### src/rtl/md_vec_pkg.sv
// Shared definitions for the tagged 97-bit force vector: null flag on top,
// three fp32 lanes (z,y,x) below it.
package md_vec_pkg;

  localparam int VEC_W    = 97;
  localparam int NULL_BIT = 96;
  localparam int FP_W     = 32;

  localparam int X_OFF = 0;
  localparam int Y_OFF = 32;
  localparam int Z_OFF = 64;

  localparam logic [VEC_W-1:0] NULL_VEC = {1'b1, 96'b0};

  function automatic logic is_null(input logic [VEC_W-1:0] v);
    return v[NULL_BIT];
  endfunction

endpackage

### src/rtl/wb_tracker.sv
// Address tracker for in-flight read-modify-writes: a shift register of
// {valid, addr} entries with a hazard match port and a writeback slot tap.
module wb_tracker #(
  parameter int DEPTH  = 3,
  parameter int ADDR_W = 8,
  parameter int SLOT   = 1
) (
  input  logic              clk,
  input  logic              rst_n,
  input  logic              push,
  input  logic [ADDR_W-1:0] push_addr,
  input  logic              slot_keep,
  input  logic [ADDR_W-1:0] query_addr,
  output logic              match,
  output logic              any_valid,
  output logic              slot_valid,
  output logic [ADDR_W-1:0] slot_addr
);

  logic [DEPTH-1:0]  r_valid;
  logic [ADDR_W-1:0] r_addr [DEPTH];

  // Past the slot an entry survives only if its write was issued, so the
  // last stage shadows the pending cache write for hazard purposes.
  always_ff @(posedge clk or negedge rst_n) begin
    if (!rst_n) begin
      r_valid <= '0;
      for (int i = 0; i < DEPTH; i++) r_addr[i] <= '0;
    end else begin
      r_valid[0] <= push;
      r_addr[0]  <= push_addr;
      for (int i = 1; i < DEPTH; i++) begin
        r_valid[i] <= (i == SLOT + 1) ? (r_valid[i-1] & slot_keep) : r_valid[i-1];
        r_addr[i]  <= r_addr[i-1];
      end
    end
  end

  always_comb begin
    match = 1'b0;
    for (int i = 0; i < DEPTH; i++) begin
      if (r_valid[i] && (r_addr[i] == query_addr)) match = 1'b1;
    end
  end

  assign any_valid  = |r_valid;
  assign slot_valid = r_valid[SLOT];
  assign slot_addr  = r_addr[SLOT];

endmodule

### src/rtl/force_writeback.sv
// Read-modify-write front end of the per-particle force cache: read cached
// force, hand both operands to the vector adder, write the sum back.
module force_writeback
  import md_vec_pkg::*;
#(
  parameter int ADDR_W  = 8,
  parameter int ADD_LAT = 1
) (
  input  logic              clk,
  input  logic              reset,
  input  logic              req_valid,
  output logic              req_ready,
  input  logic [ADDR_W-1:0] req_addr,
  input  logic [VEC_W-1:0]  req_vec,
  output logic [ADDR_W-1:0] rd_addr,
  output logic              rd_en,
  input  logic [VEC_W-2:0]  rd_data,
  output logic [VEC_W-1:0]  add_a,
  output logic [VEC_W-1:0]  add_b,
  input  logic [VEC_W-1:0]  add_o,
  input  logic              add_en,
  output logic [ADDR_W-1:0] wr_addr,
  output logic [VEC_W-2:0]  wr_data,
  output logic              wr_en,
  output logic              busy,
  output logic              err
);

  logic              w_null;
  logic              w_hazard;
  logic              w_accept;
  logic              w_push;
  logic              w_any_valid;
  logic              w_slot_valid;
  logic [ADDR_W-1:0] w_slot_addr;
  logic              w_wb_ok;
  logic              w_err_now;

  logic              r_s1_valid;
  logic [VEC_W-1:0]  r_s1_vec;
  logic              r_wr_en;
  logic [ADDR_W-1:0] r_wr_addr;
  logic [VEC_W-2:0]  r_wr_data;
  logic              r_err;

  // Handshake: a contribution transfers on a rising edge where req_valid and
  // req_ready are both high. req_ready is combinational: low in reset, low
  // when req_addr hits a tracked address, but always high for null vectors.
  assign w_null    = is_null(req_vec);
  assign req_ready = reset & (w_null | ~w_hazard);
  assign w_accept  = req_valid & req_ready;
  assign w_push    = w_accept & ~w_null;

  assign rd_addr = req_addr;
  assign rd_en   = w_push;

  wb_tracker #(
    .DEPTH  (ADD_LAT + 2),
    .ADDR_W (ADDR_W),
    .SLOT   (ADD_LAT)
  ) u_tracker (
    .clk        (clk),
    .rst_n      (reset),
    .push       (w_push),
    .push_addr  (req_addr),
    .slot_keep  (w_wb_ok),
    .query_addr (req_addr),
    .match      (w_hazard),
    .any_valid  (w_any_valid),
    .slot_valid (w_slot_valid),
    .slot_addr  (w_slot_addr)
  );

  // Any disagreement between adder results and the slot suppresses the write.
  assign w_wb_ok   = add_en & w_slot_valid & ~add_o[NULL_BIT];
  assign w_err_now = (add_en & ~w_slot_valid) | (w_slot_valid & ~add_en) |
                     (add_en & add_o[NULL_BIT]);

  always_ff @(posedge clk or negedge reset) begin
    if (!reset) begin
      r_s1_valid <= 1'b0;
      r_s1_vec   <= NULL_VEC;
      r_wr_en    <= 1'b0;
      r_wr_addr  <= '0;
      r_wr_data  <= '0;
      r_err      <= 1'b0;
    end else begin
      r_s1_valid <= w_push;
      r_s1_vec   <= w_push ? req_vec : NULL_VEC;
      r_wr_en    <= w_wb_ok;
      if (w_wb_ok) begin
        r_wr_addr <= w_slot_addr;
        r_wr_data <= add_o[VEC_W-2:0];
      end
      r_err <= r_err | w_err_now;
    end
  end

  // rd_data is the BRAM output register, valid exactly while S1 is occupied.
  assign add_a = r_s1_valid ? {1'b0, rd_data} : NULL_VEC;
  assign add_b = r_s1_vec;

  assign wr_en   = r_wr_en;
  assign wr_addr = r_wr_addr;
  assign wr_data = r_wr_data;
  assign busy    = w_any_valid | r_wr_en;
  assign err     = r_err;

endmodule
### config.mk
export PLATFORM = sky130hd
export DESIGN_NAME = force_writeback
export DESIGN_NICKNAME = d
export VERILOG_FILES = /design/src/rtl/md_vec_pkg.sv /design/src/rtl/wb_tracker.sv /design/src/rtl/force_writeback.sv
export SDC_FILE = /design/constraint.sdc
export NUM_CORES = 1
export LEC_CHECK = 0
export ABC_AREA = 0
export CAP_MARGIN = 0
export CORE_AREA = 2 2 241 243
export DETAILED_ROUTE_END_ITERATION = 10
export DIE_AREA = 0 0 243 245
export PLACE_DENSITY = 0.46
export SLEW_MARGIN = 25
export SYNTH_ARGS = -nofsm -noshare
export SYNTH_HDL_FRONTEND = slang
export SYNTH_SLANG_ARGS = --single-unit
export TNS_END_PERCENT = 1
### constraint.sdc
create_clock -name clk -period 2 [get_ports clk]
set_clock_uncertainty 0.05 [all_clocks]
set_input_delay 0.2 -clock clk [delete_from_list [all_inputs] [get_ports clk]]
set_output_delay 0.2 -clock clk [all_outputs]
set_load 0.05 [all_outputs]
# Yosys cells after proc, flatten, opt, wreduce, memory -nomap -nowiden
# Index checks and enable logic that the tools add are counted.
[totals] out_inout_bits=311 wordCells=41 in_bits=302 reg_bits=231
[classes] muxes=5 reduce_logical=4 eq_ne=3 n_bitwise=19
[op_table] cell="$mux W97" count=2
[op_table] cell="$eq A8 B8 Y1" count=3
[op_table] cell="$and A1 B1 Y1" count=9
[op_table] cell="$not A1 Y1" count=5
[op_table] cell="$or A1 B1 Y1" count=5
[op_table] cell="$logic_and A1 B1 Y1" count=3
[op_table] cell="$mux W1" count=3
[op_table] cell="$reduce_or A3 Y1" count=1

# Longest topological paths before layout
# Gate-level depths: netlist of run 1.
[depth] word_depth=11 ltp_mapped=6 mapped_depth_nobuf=4

# Hierarchy
# Synthesis of run 1 repeated with hierarchy kept, for this count alone.
[unflattened] cells_unflattened=621 area_unflattened_um2=9009.9
[by_module_without_submodules] module="force_writeback" seq_area_each_um2=5106.1 area_each_um2=7993.9 instances=1 cells_each=550
[by_module_without_submodules] module="wb_tracker" seq_area_each_um2=675.6 area_each_um2=1016.0 instances=1 cells_each=71

# Least setup slack after synthesis of run 1
# No wires, ideal clock.
[synth_path] kind="register to register" from="register u_tracker.r_valid[0]" to="register u_tracker.r_valid[0]" t_arrival_ps=2875 path_stages_with_launch=5 path_buffers=1 setup_ps=299 period_less_slack_ps=3224 required_time_ps=1651 setup_slack_ps=-1224 path_cell_list="dfrtp_1 -> inv_1 -> nor4_4 -> buf_2 -> nor4b_1"
[synth_between] elab_chain_len=9
[synth_rtl] item="from (decl)" line_no="wb_tracker.sv:20" rtl="logic [DEPTH-1:0] r_valid;"
[synth_rtl] item="from (signal assigned)" line_no="wb_tracker.sv:30" rtl="r_valid[0] <= push;"
[synth_rtl] item="from (signal, indexed assignment)" line_no="wb_tracker.sv:33" rtl="r_valid[i] <= (i == SLOT + 1) ? (r_valid[i-1] & slot_keep) : r_valid[i-1];"
[synth_rtl] item="$logic_and A1 B1 Y1" line_no="wb_tracker.sv:42" rtl="if (r_valid[i] && (r_addr[i] == query_addr)) match = 1'b1;"
[synth_rtl] item="$mux W1 (3 in a row)" line_no="wb_tracker.sv:42"
[synth_rtl] item="$not A1 Y1" line_no="force_writeback.sv:50" rtl="assign req_ready = reset & (w_null | ~w_hazard);"
[synth_rtl] item="$or A1 B1 Y1" line_no="force_writeback.sv:50"
[synth_rtl] item="$and A1 B1 Y1" line_no="force_writeback.sv:50"
[synth_rtl] item="$and A1 B1 Y1" line_no="force_writeback.sv:51" rtl="assign w_accept = req_valid & req_ready;"
[synth_rtl] item="$and A1 B1 Y1" line_no="force_writeback.sv:52" rtl="assign w_push = w_accept & ~w_null;"
[synth_rtl] item="via rd_en" line_no="force_writeback.sv:16" rtl="output logic rd_en,"
# The timed path passes the listed nets, and every way through them passes these cells.
# A chain may end at the register's enable or synchronous reset.

# Final worst setup path of run 1
[layout_path] from="register u_tracker.r_addr[20] in the netlist's numbering" to="output port rd_en"
[layout_between] elab_chain_len=10
[layout_rtl] item="from (decl)" line_no="wb_tracker.sv:21" rtl="logic [ADDR_W-1:0] r_addr [DEPTH];"
[layout_rtl] item="from (signal, indexed assignment)" line_no="wb_tracker.sv:34" rtl="r_addr[i] <= r_addr[i-1];"
[layout_rtl] item="$eq A8 B8 Y1" line_no="wb_tracker.sv:42"
[layout_rtl] item="$logic_and A1 B1 Y1" line_no="wb_tracker.sv:42"
[layout_rtl] item="$mux W1 (3 in a row)" line_no="wb_tracker.sv:42"
[layout_rtl] item="$not A1 Y1" line_no="force_writeback.sv:50"
[layout_rtl] item="$or A1 B1 Y1" line_no="force_writeback.sv:50"
[layout_rtl] item="$and A1 B1 Y1" line_no="force_writeback.sv:50"
[layout_rtl] item="$and A1 B1 Y1" line_no="force_writeback.sv:51"
[layout_rtl] item="$and A1 B1 Y1" line_no="force_writeback.sv:52"
[layout_rtl] item="to (decl)" line_no="force_writeback.sv:16"
# Every way passes these cells.

==> qor.txt, run 1 <==
IO buf count -> 612
total grt overflow -> 0
required time of the critical path -> 1.75 ns
Post-Synthesis Cell Area -> 0.00919 mm^2
Seq cells post-synth -> 230
Die Y -> 245 um
DP Area -> 0.0176 mm^2
final period utilization -> 1.16
initial antenna violation count -> 4
Post-synth EDFFs -> 0
Rel. slew slack -> 0.444
final setup vio count -> 23
maximum clock insertion buffer count -> 3
Warnings, synthesis -> 0
PnR worst setup slack -> -0.326 ns
Num Clock Sinks -> 230
core area -> 0.0570 mm^2
Synth Instances -> 739
largest net degree at the start of global routing -> 89
Mean Syn Cell Area -> 12.4 um^2
Vias/cell -> 3.77
net count reported at finish -> 1672
post-placement setup slack -> -0.308 ns
Row Count -> 88
IO Pins -> 613
Hold Crit Start -> reset
FMAX -> 430 MHz
largest area contributor in the netlist -> dfrtp_1
Async SR Flop Fraction -> 1.00
Hold Crit Class -> input pin to flop
Clock H-tree levels -> 1
setup TNS -> -1.81 ns
final wirelength -> 42.4 mm
Final Cell Area -> 0.0186 mm^2
maximum fanout along the worst path -> 4
CP Data Arrival Time -> 2.08 ns
Total Routing Usage GR -> 0.138
first-pass GRT wire length -> 61.3 mm
Critical Path Start -> u_tracker.r_addr[20]$_DFF_PN0_
Syn-to-layout area delta -> 102%
Clock Tree Root -> clkbuf_16
Cell variety after synth -> 24
pwr dens -> 843 mW/mm^2
share of cells above drive strength 1 -> 0.266
max-cap check violation count -> 0
Top FF cell, synth -> dfrtp_1
maximum vdd drop -> 0.000574 V
Area contributors post-synth -> dfrtp_1 (62%), mux2_2 (13%), and2_1 (6.6%)
chip width -> 243 um
status -> finished with violations
post-route minimum period -> 2.33 ns
Reg2Reg Launch Point -> u_tracker.r_addr[23]$_DFF_PN0_
DIE AREA -> 0.0595 mm^2
# DRC -> 0
final hold violation count -> 0
CTS tree -> done
Clock Latency Late Sink -> 0.58 ns
CTS Buf Count -> 29
syn_nets -> 1042
CTS clock-pin slew for the worst setup and hold paths -> 0.06 ns
Final HPWL DP -> 32.8 mm
LEAKAGE -> 0.00850 uW
top-area cell type share of the netlist area -> 0.623
failing checks -> setup timing
RSZ-0062 raised after global routing -> true
Slew Limit Fails -> 0
CP endpoint kind -> output port
Via Count -> 8142
Initial Util -> 0.161
R2R Setup Slk -> 0.04 ns
Commonest cells post-synth -> dfrtp_1 (229), mux2_2 (104), nand2_1 (99)
TritonRoute pass-1 iters -> 4
most frequent cell after synthesis -> dfrtp_1
CP Launch Type -> flop
post-route ant nets -> 0
critical path class -> flop to output port
pin slew with the least headroom to its limit -> 0.833 ns
Detailed Route Iter0 Violations -> 228
RD Place Congestion -> 0.920
vias in the first global route -> 8758
sequential area share after synthesis -> 0.626
Avg WL per Cell -> 19.7 um
-- cells in the final DEF, fill, tap and decap left out, types with 18 or more instances in the layout --
master	synthesis	layout
dlygate4sd2_1	0	141
clkdlybuf4s50_1	0	323
dfrtp_1	229	228
mux2_2	104	104
buf_12	0	119
nor4_1	96	96
nand2_1	99	99
dlymetal6s2s_1	0	23
buf_4	9	56
and2_1	97	80
xnor2_1	23	18
clkbuf_16	0	29
-- sequential cells by signal (all words and copies together) (netlist names) --
signal / cells
wr_en: 1
u_tracker.r_valid: 3
u_tracker.slot_addr: 8
u_tracker.r_addr: 16
add_b: 97
wr_addr: 8
err: 1
wr_data: 96
-- worst max-delay path: stages (launching register included) --
cell and delay (ns):
dfrtp_1 0.40, xnor2_2 0.16, nand4_1 0.15, nor4_4 0.06, buf_12 0.14, nor4b_4 0.36, buf_6 0.21
-- path summary, 6_finish.rpt --
check                                                        end  cells past startpoint
worst min-delay path                         add_b[48]$_DFF_PN0_                      4
min in group asynchronous                    add_b[48]$_DFF_PN0_                      3
worst max-delay path                                       rd_en                      6
worst max register to register                add_b[8]$_DFF_PN0_                      7
max in group asynchronous                    add_b[78]$_DFF_PN0_                      3
worst min register to register  u_tracker.slot_addr[0]$_DFF_PN0_                      0
-- kinds of logic after synthesis --
| kind of cell | after synthesis | share of synthesized area |
|---|---|---|
| XOR/XNOR | 24 | 0.0229 |
| adder cells (fa/ha/maj) | 1 | 0.00136 |
| multiplexers | 104 | 0.127 |
| flip-flops | 230 | 0.626 |
| AO/OA/AOI/OAI | 3 | 0.00408 |
| AND/OR/NAND/NOR | 305 | 0.183 |
| buffers and inverters | 72 | 0.0348 |
-- metal layers --
metal	up-vias	wire (um)	GRT usage
li1	3811	-	-
met1	3949	17600	0.170
met2	325	19900	0.226
met3	51	4100	0.0575
met4	6	774	0.0267
met5	-	35	0
-- layout make-up --
| class | count | area, um^2 |
|---|---|---|
| Clock buffer | 43 | 868 |
| Tap cell | 765 | 957 |
| Fill cell | 5901 | 38400 |
| Inverter | 1 | 7.51 |
| Timing Repair Buffer | 670 | 7650 |
| Sequential cell | 230 | 5760 |
| Clock inverter | 10 | 96.3 |
| Multi-Input combinational cell | 437 | 3250 |
| Antenna cell | 1 | 2.50 |
-- through the flow --
step                      hold slack (ns)   util  power (uW)  cells
final                              0.0462  0.326       15700   2157
after global placement              0.304  0.308       10900   2095
after CTS                          0.0114  0.324       16000   2156
after detailed placement            0.304  0.308       10900   2095
after floorplan                    -0.146      -        8410    739
after global routing               0.0438  0.326       16300   2156
-- power breakdown --
group / total, uW / switching (uW) / internal (uW)
registers: 5490 / 270 / 5220
logic: 4940 / 3130 / 1810
clock network: 5250 / 2120 / 3130
total: 15700 / 5520 / 10200
-- repair_timing --
action,in CTS,in global routing
hold buffers,1,0
gates resized for setup,161,35
setup buffers,8,0
endpoints found under the setup margin,240,202
pin swaps,6,3
cloned,0,0
hold endpoints to repair,229,0
No activity file was read; power rests on OpenSTA's default activity.
==> inputs of run 2 (changes only) <==
--- a/config.mk
+++ b/config.mk
@@ -8,6 +8,7 @@
 export ABC_AREA = 0
 export CAP_MARGIN = 0
 export CORE_AREA = 2 2 241 243
+export CTS_CLUSTER_DIAMETER = 60
 export DETAILED_ROUTE_END_ITERATION = 10
 export DIE_AREA = 0 0 243 245
 export PLACE_DENSITY = 0.46
==> run 2 against run 1 <==
The run still ends with setup timing left; clock power is 4.2% higher; via count up 0.25%; cell count is essentially flat; total power is 1.2% higher; final area decreased by 0.12%; worst hold slack got worse by 0.0066 ns; sequential share of layout area about the same; routed wire length is essentially flat; largest cell class unchanged; critical path depth unchanged; core utilization hardly changed.
==> qor.txt, run 2 (synthesized netlist as in run 1, its figures left out) <==
final period utilization -> 1.17
RSZ-0062 raised after global routing -> true
failing checks -> setup timing
commonest non-fill, non-tap cell in the layout -> clkdlybuf4s50_1
Hold Crit Class -> input pin to flop
pin slew with the least headroom to its limit -> 0.826 ns
post-placement setup slack -> -0.308 ns
CP Launch Type -> flop
final setup vio count -> 37
Vias/cell -> 3.78
Row Count -> 88
vias in the first global route -> 8798
final wirelength -> 42.4 mm
max FFs per register -> 97
Via Count -> 8162
CTS clock-pin slew for the worst setup and hold paths -> 0.06 ns
total grt overflow -> 0
IO buf count -> 612
Final HPWL DP -> 32.8 mm
post-route minimum period -> 2.34 ns
IO Pins -> 613
CTS tree -> done
Num Clock Sinks -> 230
required time of the critical path -> 1.75 ns
# DRC -> 0
largest net degree at the start of global routing -> 89
core area -> 0.0570 mm^2
Avg WL per Cell -> 19.7 um
CTS Buf Count -> 31
end of the worst register-to-register path -> add_b[38]$_DFF_PN0_
worst r2r path cells -> 7
critical path class -> flop to output port
max-cap check violation count -> 0
PnR worst setup slack -> -0.341 ns
CP endpoint kind -> output port
FMAX -> 427 MHz
Initial Util -> 0.161
most frequent cells in the layout -> clkdlybuf4s50_1 (302), dfrtp_1 (228), dlygate4sd2_1 (174)
Rel. slew slack -> 0.449
Die Y -> 245 um
CP Data Arrival Time -> 2.09 ns
Slew Limit Fails -> 0
maximum fanout along the worst path -> 4
post-route ant nets -> 0
Hold Crit Depth -> 4
final hold violation count -> 0
R2R Setup Slk -> 0.07 ns
Syn-to-layout area delta -> 102%
Min-Delay Endpoint -> add_b[48]$_DFF_PN0_
Clock H-tree levels -> 1
chip width -> 243 um
first-pass GRT wire length -> 61.2 mm
Reg2Reg Launch Point -> u_tracker.r_addr[21]$_DFF_PN0_
status -> finished with violations
maximum vdd drop -> 0.000634 V
RD Place Congestion -> 0.920
pwr dens -> 855 mW/mm^2
net count reported at finish -> 1674
Total Routing Usage GR -> 0.138
Clock Latency Late Sink -> 0.59 ns
Tot Pwr -> 15900 uW
Hold Crit Start -> reset
LEAKAGE -> 0.00848 uW
maximum clock insertion buffer count -> 3
initial antenna violation count -> 4
share of cells above drive strength 1 -> 0.267
DIE AREA -> 0.0595 mm^2
Detailed Route Iter0 Violations -> 210
TritonRoute pass-1 iters -> 4
Clock Tree Root -> clkbuf_16
==> run 2: changes by cell type in the layout (fill, tap and decap cells not counted), sizes merged <==
| cell | change |
|---|---|
| clkdlybuf4s50 | -21 |
| inv | +4 |
| clkinvlp | -1 |
| dlygate4sd2 | +33 |
| dlymetal6s2s | -12 |
| clkinv | -2 |
==> run 2: final cells by class <==
type                            instances  area (um^2)
Clock buffer                           43          891
Fill cell                            5916        38500
Tap cell                              765          957
Inverter                                1         7.51
Multi-Input combinational cell        437         3250
Antenna cell                            1         2.50
Clock inverter                         11          123
Timing Repair Buffer                  670         7580
Sequential cell                       230         5760
==> run 2: report_power, final <==
part | total (uW) | internal, uW | switching, uW
combinational | 4910 | 1780 | 3130
clock | 5470 | 3250 | 2220
sequential | 5490 | 5220 | 269
total | 15900 | 10300 | 5620
==> run 2: worst max-delay path, cell delays in order, from the launching register on <==
cell	delay (ns)
dfrtp_1	0.43
xnor2_2	0.16
nand4_1	0.12
nor3_4	0.06
buf_12	0.14
nor4b_4	0.37
buf_6	0.21
==> run 2: worst max path at each step <==
stage	from	to	slack, ns	depth (start not counted)
3_3_place_gp	req_addr[1]	add_b[96]$_DFF_PN1_	-0.32	6
6_report	u_tracker.slot_addr[3]$_DFF_PN0_	rd_en	-0.34	6
2_1_floorplan	u_tracker.r_valid[0]$_DFF_PN0_	req_ready	0.02	5
4_1_cts	u_tracker.slot_addr[3]$_DFF_PN0_	rd_en	-0.39	6
3_5_place_dp	req_addr[1]	add_b[96]$_DFF_PN1_	-0.31	6
5_1_grt	u_tracker.r_addr[23]$_DFF_PN0_	rd_en	-0.45	6
==> run 2: repair_timing <==
| action | 4_1_cts | 5_1_grt |
|---|---|---|
| gates cloned | 0 | 0 |
| hold buffers | 1 | 0 |
| endpoints found under the hold margin | 229 | 0 |
| setup endpoints to repair | 273 | 190 |
| pin swaps | 6 | 1 |
| buffers inserted | 8 | 0 |
| gates resized for setup | 194 | 23 |
==> run 2: layer usage <==
metal	wire, um	part of all wire	track usage	up-vias
li1	-	-	-	3812
met4	884	0.021	0.0296	6
met1	17700	0.42	0.169	3953
met2	19800	0.47	0.225	331
met3	4000	0.094	0.0583	60
met5	35	0.00082	0	-
==> run 2: stage by stage <==
stage                util  setup TNS (ns)  area, um^2  instances  hold WS [ns]
finish              0.326           -2.37       18600       2158        0.0395
global route        0.326          -18.85       18600       2157        0.0490
CTS                 0.325           -9.66       18500       2157        0.0135
detailed placement  0.308          -21.56       17600       2095         0.304
global placement    0.308          -21.02       17600       2095         0.304
floorplan               -               0        9220        739        -0.146
==> RTL edit 1: new RTL, config.mk and constraints of run 2 <==
Change the package constant `VEC_W` from 97 to 194.
--- a/src/rtl/md_vec_pkg.sv
+++ b/src/rtl/md_vec_pkg.sv
@@ -2,7 +2,7 @@
 // three fp32 lanes (z,y,x) below it.
 package md_vec_pkg;
 
-  localparam int VEC_W    = 97;
+  localparam int VEC_W    = 194;
   localparam int NULL_BIT = 96;
   localparam int FP_W     = 32;
 
Interface: changed (6 resized); port bits go from 613 to 1195. The function was not compared with the original's and may differ.
==> RTL edit 1 against run 2 <==
- the run now fails in I/O pin placement (3_2_place_iop)
- synthesized area rose by 85%
==> RTL edit 1: results (changes against run 2) <==
• **total number of placement rows** 88, unchanged
• **sequential-to-total area share from yosys stat** 0.623, -0.00364
• **number of distinct library cells after synthesis** 21, -13%
• **net count of the mapped netlist** 1,984, +90%
• **Synth Area per Inst** 12.3 um2, -1.4%
• **stopping stage** I/O pin placement (3_2_place_iop)
• **top cells by area, synth** sky130_fd_sc_hd__dfrtp_1 (62%), sky130_fd_sc_hd__mux2_2 (13%), sky130_fd_sc_hd__nor4_1 (7.1%)
• **flip-flop and latch count after synthesis** 424, +84%
• **first reported error** [ERROR PPL-0024] Number of IO pins (1195) exceeds maximum number of available positions (876). Increase the die perimeter from 976.00um to 1625.20um.
• **status** did not finish
• **FFs w/ async S/R, synth** 1.00, unchanged
• **yosys warns** 0, unchanged
• **ranking of synthesized cells by instance count** sky130_fd_sc_hd__dfrtp_1 (423), sky130_fd_sc_hd__mux2_2 (200), sky130_fd_sc_hd__nand2_1 (197)
[RTL edit 1: cell types whose count changed after synthesis, sizes merged, moves of 9 or more]
cell	change
buf	+58
dfrtp	+194
mux2	+96
and2	+96
nor4	+97
clkbuf	+9
nand2	+98
[RTL edit 1: logic make-up after synthesis]
logic type,Yosys count,share of synthesized area
compound gates,3,0.00220
xor+xnor,24,0.0123
fa+ha+maj,1,0.000734
buf+inv,138,0.0383
flops,424,0.623
mux,200,0.132
other cells,1,0.000220
simple gates,599,0.191
==> RTL edit 2: new RTL, settings of run 2 <==
Made on the original files. Put one more register stage on the output `err`, with the module's reset. The value now appears one clock later. The other outputs are not delayed to match.
--- a/src/rtl/force_writeback.sv
+++ b/src/rtl/force_writeback.sv
@@ -104,6 +104,12 @@
   assign wr_addr = r_wr_addr;
   assign wr_data = r_wr_data;
   assign busy    = w_any_valid | r_wr_en;
-  assign err     = r_err;
+  always_ff @(posedge clk or negedge reset) begin
+    if (!reset) begin
+      err <= '0;
+    end else begin
+      err <= r_err;
+    end
+  end
 
 endmodule
Function: changed (a bounded check fails within 4 cycles, from zero or initial values and one cycle with reset low).
==> RTL edit 2 against run 2 <==
- count of clock-buffer cells in the layout increased by 6
- worst hold slack better by 0.12 ns
- final area rose by 1.7%
- largest power group is now the clock network
- routed wire length shrank 4.9%
- total power rose by 3.4%
- synthesized cell count increased by 0.14%
- sequential cell count up 1
- setup slack better by 0.063 ns
- largest cell class unchanged
- die area unchanged
- the flow still finishes with violations (setup timing)
- critical path type unchanged
- via count increased by 1.5%
- non-clock buffer count grew 3
- synthesized area grew 0.27%
==> RTL edit 2: results (changes against run 2) <==
• **status** finished with violations
• **failing checks** setup timing
• **worst reg-to-reg setup slack** 0.09 ns, +0.02 ns
• **FFs w/ async S/R, synth** 1.00, unchanged
• **pin count of the biggest net entering global routing** 108, +21%
• **switching power as a share of total power** 0.348, -0.00565
• **number of DRC markers after the initial detailed-route iteration** 251, +20%
• **fin worst setup slack** -0.278 ns, +0.0633 ns
• **wire length on met2** 20,100 um, +1.3%
• **minimum setup slack after placement** -0.268 ns, +0.0396 ns
• **Critical Path AT** 2.03 ns, -0.06 ns
• **GPL Wtd Cong** 0.835, -9.3%
• **Final setup violation count** 4, -89%
• **Crit. Startpoint** u_tracker.r_addr[6]$_DFF_PN0_
• **final hold slack** 0.156 ns, +0.117 ns
• **aggregate routed wire length** 40,400 um, -4.9%
• **met3 track demand over resource** 0.0545, -0.00383
• **antenna violations before repair** 5, +1
• **number of cells after detailed placement** 2,099, +0.19%
• **FF-to-FF path depth** 6, -1
• **combinational share of power** 0.313, +0.004
• **DP Wirelength** 31,400 um, -4.2%
• **number of hold buffers added after CTS** 2, +1
• **detailed-route via count** 8,285, +1.5%
• **fraction of final layout cells sized beyond drive strength 1** 0.269, +0.00257
• **cell area reported after detailed placement** 17,600 um2, +0.20%
• **VDD IR-drop max** 0.381 mV, -40%
• **Met1 Wirelength** 15,300 um, -13%
• **sequential-to-total area share from yosys stat** 0.627, +0.00101
• **Worst Hold Path Cells** 3, -1
• **net count of the mapped netlist** 1,043, +0.096%
• **accumulated negative setup slack** -0.681 ns, +1.69 ns
• **number of gates resized after cts** 66, -66%
• **Synth Area per Inst** 12.5 um2, +0.14%
• **met2 global-route usage** 0.231, +0.00521
• **launch point of the worst reg-to-reg path** u_tracker.r_addr[22]$_DFF_PN0_
• **met3 layer wire length in the routed design** 3960 um, -1.1%
• **total routing usage reported by global routing** 0.132, -0.00522
• **post-CTS setup buffers** 7, -1
• **vias in the first global route** 9,004, +2.3%
• **sink of the worst hold path** add_b[52]$_DFF_PN0_
• **Final Non-Filler Cells** 2,170, +0.56%
• **Filler Cell Count** 5,768, -2.5%
• **Lkg Pwr** 8.18 nW, -3.5%
• **met1 track demand over resource** 0.147, -0.0213
• **layout net count** 1,681, +0.42%
• **maximum fanout count along the critical path** 4, unchanged
• **number of H-tree branching levels** 2, +1
• **number of CTS-inserted buffers** 34, +9.7%
• **combinational-cell power consumption** 5.14 mW, +4.7%
• **clock latency on the worst-skew pair** 0.52 ns, -0.07 ns
• **top cells by area, synth** sky130_fd_sc_hd__dfrtp_1 (62%), sky130_fd_sc_hd__mux2_2 (13%), sky130_fd_sc_hd__and2_1 (6.6%)
• **first-pass GRT wire length** 59,800 um, -2.4%
RTL edit 2: cell types whose count changed after synthesis, sizes merged:
cell   change
dfrtp      +1
RTL edit 2: final cells by class:
type                            count  area, um2  share of cell area
Sequential cell                   231       5780               0.306
Inverter                            1       7.51            0.000397
Timing Repair Buffer              673       7810               0.413
Tap cell                          765        957              0.0506
Multi-Input combinational cell    437       3240               0.171
Clock buffer                       49        988              0.0523
Clock inverter                     10        101             0.00536
Antenna cell                        4       10.0            0.000530
RTL edit 2: cell families (layout without fill, tap and decap cells):
kind of cell,count (synthesis),in the layout,share of synthesized area
compound gates,3,3,0.00407
xor+xnor,24,24,0.0228
fa+ha+maj,1,1,0.00136
buf+inv,72,733,0.0348
flops,231,231,0.627
mux,104,104,0.127
other cells,0,4,0
simple gates,305,305,0.183
